===== src/rtl/press_detector_if.sv =====
// Button-level input and press-event outputs of press_detector.
// The master side drives the debounced button; the slave side is the detector.
interface press_detector_if;
    logic       inButton;
    logic       pressPulse;
    logic       longPulse;
    logic       repeatPulse;
    logic       releasePulse;
    logic       wasLong;
    logic       held;
    logic [7:0] pressCount;

    modport master (
        output inButton,
        input  pressPulse,
        input  longPulse,
        input  repeatPulse,
        input  releasePulse,
        input  wasLong,
        input  held,
        input  pressCount
    );

    modport slave (
        input  inButton,
        output pressPulse,
        output longPulse,
        output repeatPulse,
        output releasePulse,
        output wasLong,
        output held,
        output pressCount
    );
endinterface


===== src/rtl/press_detector.sv =====
// Press / long-press / auto-repeat / release detector for a debounced button.
// All outputs are registered; release always wins over a coincident long or repeat threshold.
module press_detector #(
    parameter int unsigned LONG_COUNT   = 40000000,
    parameter int unsigned REPEAT_COUNT = 10000000
) (
    input  logic             clk,
    input  logic             reset,
    press_detector_if.slave  bus
);

    localparam logic [1:0] ST_IDLE  = 2'd0;
    localparam logic [1:0] ST_SHORT = 2'd1;
    localparam logic [1:0] ST_LONG  = 2'd2;

    // Counters start at 0 on the cycle a pulse is issued, so the threshold is COUNT-1.
    localparam logic [25:0] LONG_LAST   = 26'(LONG_COUNT - 32'd1);
    localparam logic [25:0] REPEAT_LAST = 26'(REPEAT_COUNT - 32'd1);

    logic        prev_btn_r;
    logic [1:0]  state_r;
    logic [25:0] hold_cnt_r;
    logic [25:0] rep_cnt_r;
    logic        press_pulse_r;
    logic        long_pulse_r;
    logic        repeat_pulse_r;
    logic        release_pulse_r;
    logic        was_long_r;
    logic        held_r;
    logic [7:0]  press_count_r;

    logic        rise_s;
    logic        fall_s;
    logic [1:0]  state_nxt_s;
    logic [25:0] hold_cnt_nxt_s;
    logic [25:0] rep_cnt_nxt_s;
    logic        press_pulse_nxt_s;
    logic        long_pulse_nxt_s;
    logic        repeat_pulse_nxt_s;
    logic        release_pulse_nxt_s;
    logic        was_long_nxt_s;
    logic        held_nxt_s;
    logic [7:0]  press_count_nxt_s;

    assign rise_s = bus.inButton & ~prev_btn_r;
    assign fall_s = ~bus.inButton & prev_btn_r;

    // Next-state and next-output decode for the press FSM.
    always_comb begin
        state_nxt_s         = state_r;
        hold_cnt_nxt_s      = hold_cnt_r;
        rep_cnt_nxt_s       = rep_cnt_r;
        press_pulse_nxt_s   = 1'b0;
        long_pulse_nxt_s    = 1'b0;
        repeat_pulse_nxt_s  = 1'b0;
        release_pulse_nxt_s = 1'b0;
        was_long_nxt_s      = was_long_r;
        press_count_nxt_s   = press_count_r;

        case (state_r)
            ST_IDLE: begin
                if (rise_s) begin
                    state_nxt_s       = ST_SHORT;
                    press_pulse_nxt_s = 1'b1;
                    hold_cnt_nxt_s    = 26'd0;
                    rep_cnt_nxt_s     = 26'd0;
                    if (press_count_r != 8'd255) begin
                        press_count_nxt_s = press_count_r + 8'd1;
                    end else begin
                        press_count_nxt_s = press_count_r;
                    end
                end else begin
                    state_nxt_s = ST_IDLE;
                end
            end

            ST_SHORT: begin
                if (fall_s) begin
                    state_nxt_s         = ST_IDLE;
                    release_pulse_nxt_s = 1'b1;
                    was_long_nxt_s      = 1'b0;
                    hold_cnt_nxt_s      = 26'd0;
                    rep_cnt_nxt_s       = 26'd0;
                end else if (hold_cnt_r == LONG_LAST) begin
                    state_nxt_s      = ST_LONG;
                    long_pulse_nxt_s = 1'b1;
                    hold_cnt_nxt_s   = 26'd0;
                    rep_cnt_nxt_s    = 26'd0;
                end else begin
                    hold_cnt_nxt_s = hold_cnt_r + 26'd1;
                end
            end

            ST_LONG: begin
                if (fall_s) begin
                    state_nxt_s         = ST_IDLE;
                    release_pulse_nxt_s = 1'b1;
                    was_long_nxt_s      = 1'b1;
                    hold_cnt_nxt_s      = 26'd0;
                    rep_cnt_nxt_s       = 26'd0;
                end else if (rep_cnt_r == REPEAT_LAST) begin
                    repeat_pulse_nxt_s = 1'b1;
                    rep_cnt_nxt_s      = 26'd0;
                end else begin
                    rep_cnt_nxt_s = rep_cnt_r + 26'd1;
                end
            end

            default: begin
                // Unreachable encoding: fall back to IDLE without emitting anything.
                state_nxt_s    = ST_IDLE;
                hold_cnt_nxt_s = 26'd0;
                rep_cnt_nxt_s  = 26'd0;
            end
        endcase

        held_nxt_s = (state_nxt_s == ST_SHORT) || (state_nxt_s == ST_LONG);
    end

    // State, counter and output registers; reset aborts any press silently.
    always_ff @(posedge clk) begin
        if (reset) begin
            prev_btn_r      <= 1'b1;
            state_r         <= ST_IDLE;
            hold_cnt_r      <= 26'd0;
            rep_cnt_r       <= 26'd0;
            press_pulse_r   <= 1'b0;
            long_pulse_r    <= 1'b0;
            repeat_pulse_r  <= 1'b0;
            release_pulse_r <= 1'b0;
            was_long_r      <= 1'b0;
            held_r          <= 1'b0;
            press_count_r   <= 8'd0;
        end else begin
            prev_btn_r      <= bus.inButton;
            state_r         <= state_nxt_s;
            hold_cnt_r      <= hold_cnt_nxt_s;
            rep_cnt_r       <= rep_cnt_nxt_s;
            press_pulse_r   <= press_pulse_nxt_s;
            long_pulse_r    <= long_pulse_nxt_s;
            repeat_pulse_r  <= repeat_pulse_nxt_s;
            release_pulse_r <= release_pulse_nxt_s;
            was_long_r      <= was_long_nxt_s;
            held_r          <= held_nxt_s;
            press_count_r   <= press_count_nxt_s;
        end
    end

    assign bus.pressPulse   = press_pulse_r;
    assign bus.longPulse    = long_pulse_r;
    assign bus.repeatPulse  = repeat_pulse_r;
    assign bus.releasePulse = release_pulse_r;
    assign bus.wasLong      = was_long_r;
    assign bus.held         = held_r;
    assign bus.pressCount   = press_count_r;

endmodule

===== src/flat_wrapper.sv =====
// flat-port wrapper written by rule: the top's interface ports become plain ports
module press_detector_flat 
#(
    parameter int unsigned LONG_COUNT   = 40000000,
    parameter int unsigned REPEAT_COUNT = 10000000
)
  (clk, reset, bus_inButton, bus_pressPulse, bus_longPulse, bus_repeatPulse, bus_releasePulse, bus_wasLong, bus_held, bus_pressCount);
  press_detector_if bus_i ();
  input  logic clk;
  input  logic reset;
  input wire logic [$bits(bus_i.inButton)-1:0] bus_inButton;
  output wire logic [$bits(bus_i.pressPulse)-1:0] bus_pressPulse;
  output wire logic [$bits(bus_i.longPulse)-1:0] bus_longPulse;
  output wire logic [$bits(bus_i.repeatPulse)-1:0] bus_repeatPulse;
  output wire logic [$bits(bus_i.releasePulse)-1:0] bus_releasePulse;
  output wire logic [$bits(bus_i.wasLong)-1:0] bus_wasLong;
  output wire logic [$bits(bus_i.held)-1:0] bus_held;
  output wire logic [$bits(bus_i.pressCount)-1:0] bus_pressCount;
  assign bus_i.inButton = bus_inButton;
  assign bus_pressPulse = bus_i.pressPulse;
  assign bus_longPulse = bus_i.longPulse;
  assign bus_repeatPulse = bus_i.repeatPulse;
  assign bus_releasePulse = bus_i.releasePulse;
  assign bus_wasLong = bus_i.wasLong;
  assign bus_held = bus_i.held;
  assign bus_pressCount = bus_i.pressCount;
  press_detector #(.LONG_COUNT(LONG_COUNT), .REPEAT_COUNT(REPEAT_COUNT)) u_core (.clk(clk), .reset(reset), .bus(bus_i));
endmodule

===== config.mk =====
export PLATFORM = sky130hd
export DESIGN_NAME = press_detector_flat
export DESIGN_NICKNAME = d
export VERILOG_FILES = /design/src/rtl/press_detector_if.sv /design/src/rtl/press_detector.sv /design/src/flat_wrapper.sv
export SDC_FILE = /design/constraint.sdc
export NUM_CORES = 1
export LEC_CHECK = 0
export CORE_ASPECT_RATIO = 1.4
export CORE_UTILIZATION = 50
export CTS_CLUSTER_DIAMETER = 60
export DETAILED_ROUTE_END_ITERATION = 12
export PLACE_DENSITY = 0.69
export SYNTH_ARGS = -nofsm -noshare
export SYNTH_HDL_FRONTEND = slang
export SYNTH_SLANG_ARGS = --single-unit

===== constraint.sdc =====
create_clock -name clk -period 2.2 [get_ports clk]
set_input_delay 0.44 -clock clk [delete_from_list [all_inputs] [get_ports clk]]
set_output_delay 0.44 -clock clk [all_outputs]
set_load 0.1 [all_outputs]

==> flow_summary.ini <==
[status]
run_status = finished, final reports clean

[cts]
cts_tree = built
cts_hold_buf = 0
cts_inserted_buffers = 9
h-tree-depth = 3
path_clk_slew_ns = 0.07
cts_buffer_depth = 2
clk_latency_ns = 0.35
cts_root_buf = clkbuf_8
cts.sink_count = 69

[critical_path]
cp_cell_sequence = nor4b_2, nand4_1, o21a_1, buf_12, or4_1, a21oi_2
critPathKind = register to register
crit_fanout = 47
r2r-start = u_core.hold_cnt_r[16]
cp-end-kind = register
required_ns = 2.48
path_buf_inv = 1
endpoint = u_core.rep_cnt_r[22]
cpLargestDelayFamily = simple AND/OR/NAND/NOR gates
critPathLaunch = u_core.hold_cnt_r[16]
arrival_ns = 2.37
critical_path.max_stage_delay_ns = 0.52
r2r_slack_ns = 0.12
cp.depth = 6
r2r_cells = 6
slowest_stage = or4_1
r2r-end = u_core.rep_cnt_r[22]
crit_path_start_kind = register

[timing]
fmax_mhz = 479.9
worstMarginPinSlew_ns = 0.5164
setup_tns_ns = 0
slew_violations = 0
rsz0062_at_grt = false
fin_crit_ns = 2.084
max-slew-margin-rel_pct = 65.42
skew_ns = 0.009926
holdWs_ns = 0.4791
setup_viol = 0
timing.final.crit_share_pct = 94.71
finalHoldViolCount = 0

[pwr]
powerDensity_nw_per_um2 = 597.5
pwr-share-comb_pct = 4.1
internal_power_mw = 1.918
total_leakage_power_nw = 1.404
ir_drop_uv = 467.6
p_total_mw = 2.467
power_frac_seq_pct = 50.8
p_sw_share_pct = 22.27
clkPwrFrac_pct = 45.1
switching_power_uw = 549.5

[placed_design]
dpl.cell_count = 515
hpwl_um = 5459
io_buffer_count = 16
gp_congestion = 0.8095

[floorplan]
core_region_area_um2 = 6569
dieHeight_um = 99.67
io_pins = 17
initial_utilization_pct = 51.87
dieArea_um2 = 7153
die_x_um = 71.77
num_rows = 35

[grt]
grt_remaining_overflow = 0
grt_pass1_wl_um = 13140
grt_start_max_net_pins = 48
track_usage_pct = 23.25
antenna_found_initial = 0
grt_pass1_vias = 2943

[finish]
final_util_pct = 62.86
fin_nets = 463
register_area_um2 = 1384
stdcell_count = 531
fill_cells = 599
layout-drive-gt1-share_pct = 18.38
multi_input_area_um2 = 1936
antennaDiodeCount = 0
area_growth_pct = 21.19

[logic_synthesis]
yosysTopAreaCellShare_pct = 40.54
synth-async-reset-ratio_pct = 0
post-synth-top-count-cell = dfxtp_1
synth-edff-count = 0
synth_warnings = 0
synthFlopType = dfxtp_1
synth_commonest_cells = dfxtp_1, a21oi_1, nor2_1, o21ai_0, nand2_1
netlist_instances = 404
ys_types = 44
synthTopCellsByArea = dfxtp_1, a21oi_1, o31ai_1
synth_seq_cells = 69
synth_area_um2 = 3407
synth_nets = 414
synth_area_leader_cell = dfxtp_1
ys_seq_area_share_pct = 40.54
syn_avg_cell_area_um2 = 8.433

[route]
drt_iter0_drc = 156
finalWirelength_um = 7704
wl_per_cell_um = 14.51
ant_nets = 0
routed_via_density = 6.009
vias = 3191
drt_first_pass_iters = 6
post-route-drc-count = 0

[hold_path]
worstHoldStart = u_core.hold_cnt_r[1]
hold_class = register to register

[job]
maxCapViolCount = 0
flip-flops by register name, summed over array words and instances, names as in the netlist:
register                 cells
u_core.bus.pressPulse        1
u_core.bus.wasLong           1
u_core.hold_cnt_r           26
u_core.state_r               2
u_core.prev_btn_r            1
u_core.bus.longPulse         1
u_core.rep_cnt_r            26
u_core.bus.held              1
u_core.bus.releasePulse      1
u_core.bus.pressCount        8
u_core.bus.repeatPulse       1
how the worst min path moves through the flow:
stage / endpoint / slack [ns] / cells past startpoint
6_report: u_core.hold_cnt_r[1] / 0.48 / 2
5_1_grt: u_core.hold_cnt_r[1] / 0.50 / 2
4_1_cts: u_core.rep_cnt_r[20] / 0.48 / 2
3_5_place_dp: u_core.rep_cnt_r[20] / 0.47 / 2
3_3_place_gp: u_core.hold_cnt_r[1] / 0.46 / 2
2_1_floorplan: u_core.hold_cnt_r[1] / 0.44 / 2
layout by cell type, fill, tap and decap left out, types with 3 or more instances in the layout:
cell / count
a21oi_1: 42
and2_1: 8
and3_1: 8
and4_1: 6
buf_12: 3
buf_4: 50
clkbuf_8: 9
dfxtp_1: 67
ha_1: 6
inv_1: 13
nand2_1: 21
nand3_1: 18
nand4_1: 16
nor2_1: 31
nor3_1: 4
nor4_1: 4
o2111ai_1: 7
o211ai_1: 5
o21ai_0: 26
o31ai_1: 18
or3_1: 18
or4_1: 17
xnor2_1: 6
xor2_1: 12
cell type report:
cell class | count | area share [%]
tap | 74 | 2.242
clock inverter | 6 | 2.152
sequential | 69 | 33.52
multi-input combinational | 305 | 46.88
clock buffer | 9 | 3.000
timing repair buffer | 55 | 11.03
inverter | 13 | 1.182
stage by stage:
stage	setup WS (ns)	instance area (um^2)
3_3_place_gp	-0.1221	3870
2_1_floorplan	0.05456	3407
3_5_place_dp	-0.1542	3870
5_1_grt	0.009556	4129
6_report	0.1164	4129
4_1_cts	0.01688	4101
worst register-to-register path: stages (launching register included):
cell,delay (ns)
dfxtp_1,0.35
nor4b_2,0.34
nand4_1,0.20
o21a_1,0.26
buf_12,0.18
or4_1,0.52
a21oi_2,0.16
cell families (layout without fill, tap and decap cells):
group,after synthesis,count (layout),share of synthesized area [%]
flops,69,69,40.54
fa+ha+maj,7,7,2.571
simple gates,169,169,28.61
compound gates,109,109,19.35
buf+inv,30,83,3.709
mux,2,2,0.5876
xor+xnor,18,18,4.627
power by group through the flow:
stage               Clock, mW  Combinational [mW]  Sequential, mW
floorplan                   0              0.0448            1.30
global placement            0              0.0991            1.28
detailed placement          0               0.100            1.28
CTS                      1.14               0.100            1.25
global route             1.19               0.108            1.25
finish                   1.11               0.101            1.25
what timing repair did:
item / CTS / global route
setup buffers: 1 / 0
endpoints found under the setup margin: 2 / 44
resized for setup: 3 / 7
pin swaps: 2 / 3
layer usage:
layer	part of all wire, %	up-vias	track usage [%]	routed length, um
li1	-	1616	-	-
met1	44	1506	26.56	3354
met2	52	54	39.91	3974
met3	2.6	15	3.850	200
met4	2.3	0	14.33	175
met5	0	-	0	0
No activity file was read; power rests on OpenSTA's default activity.
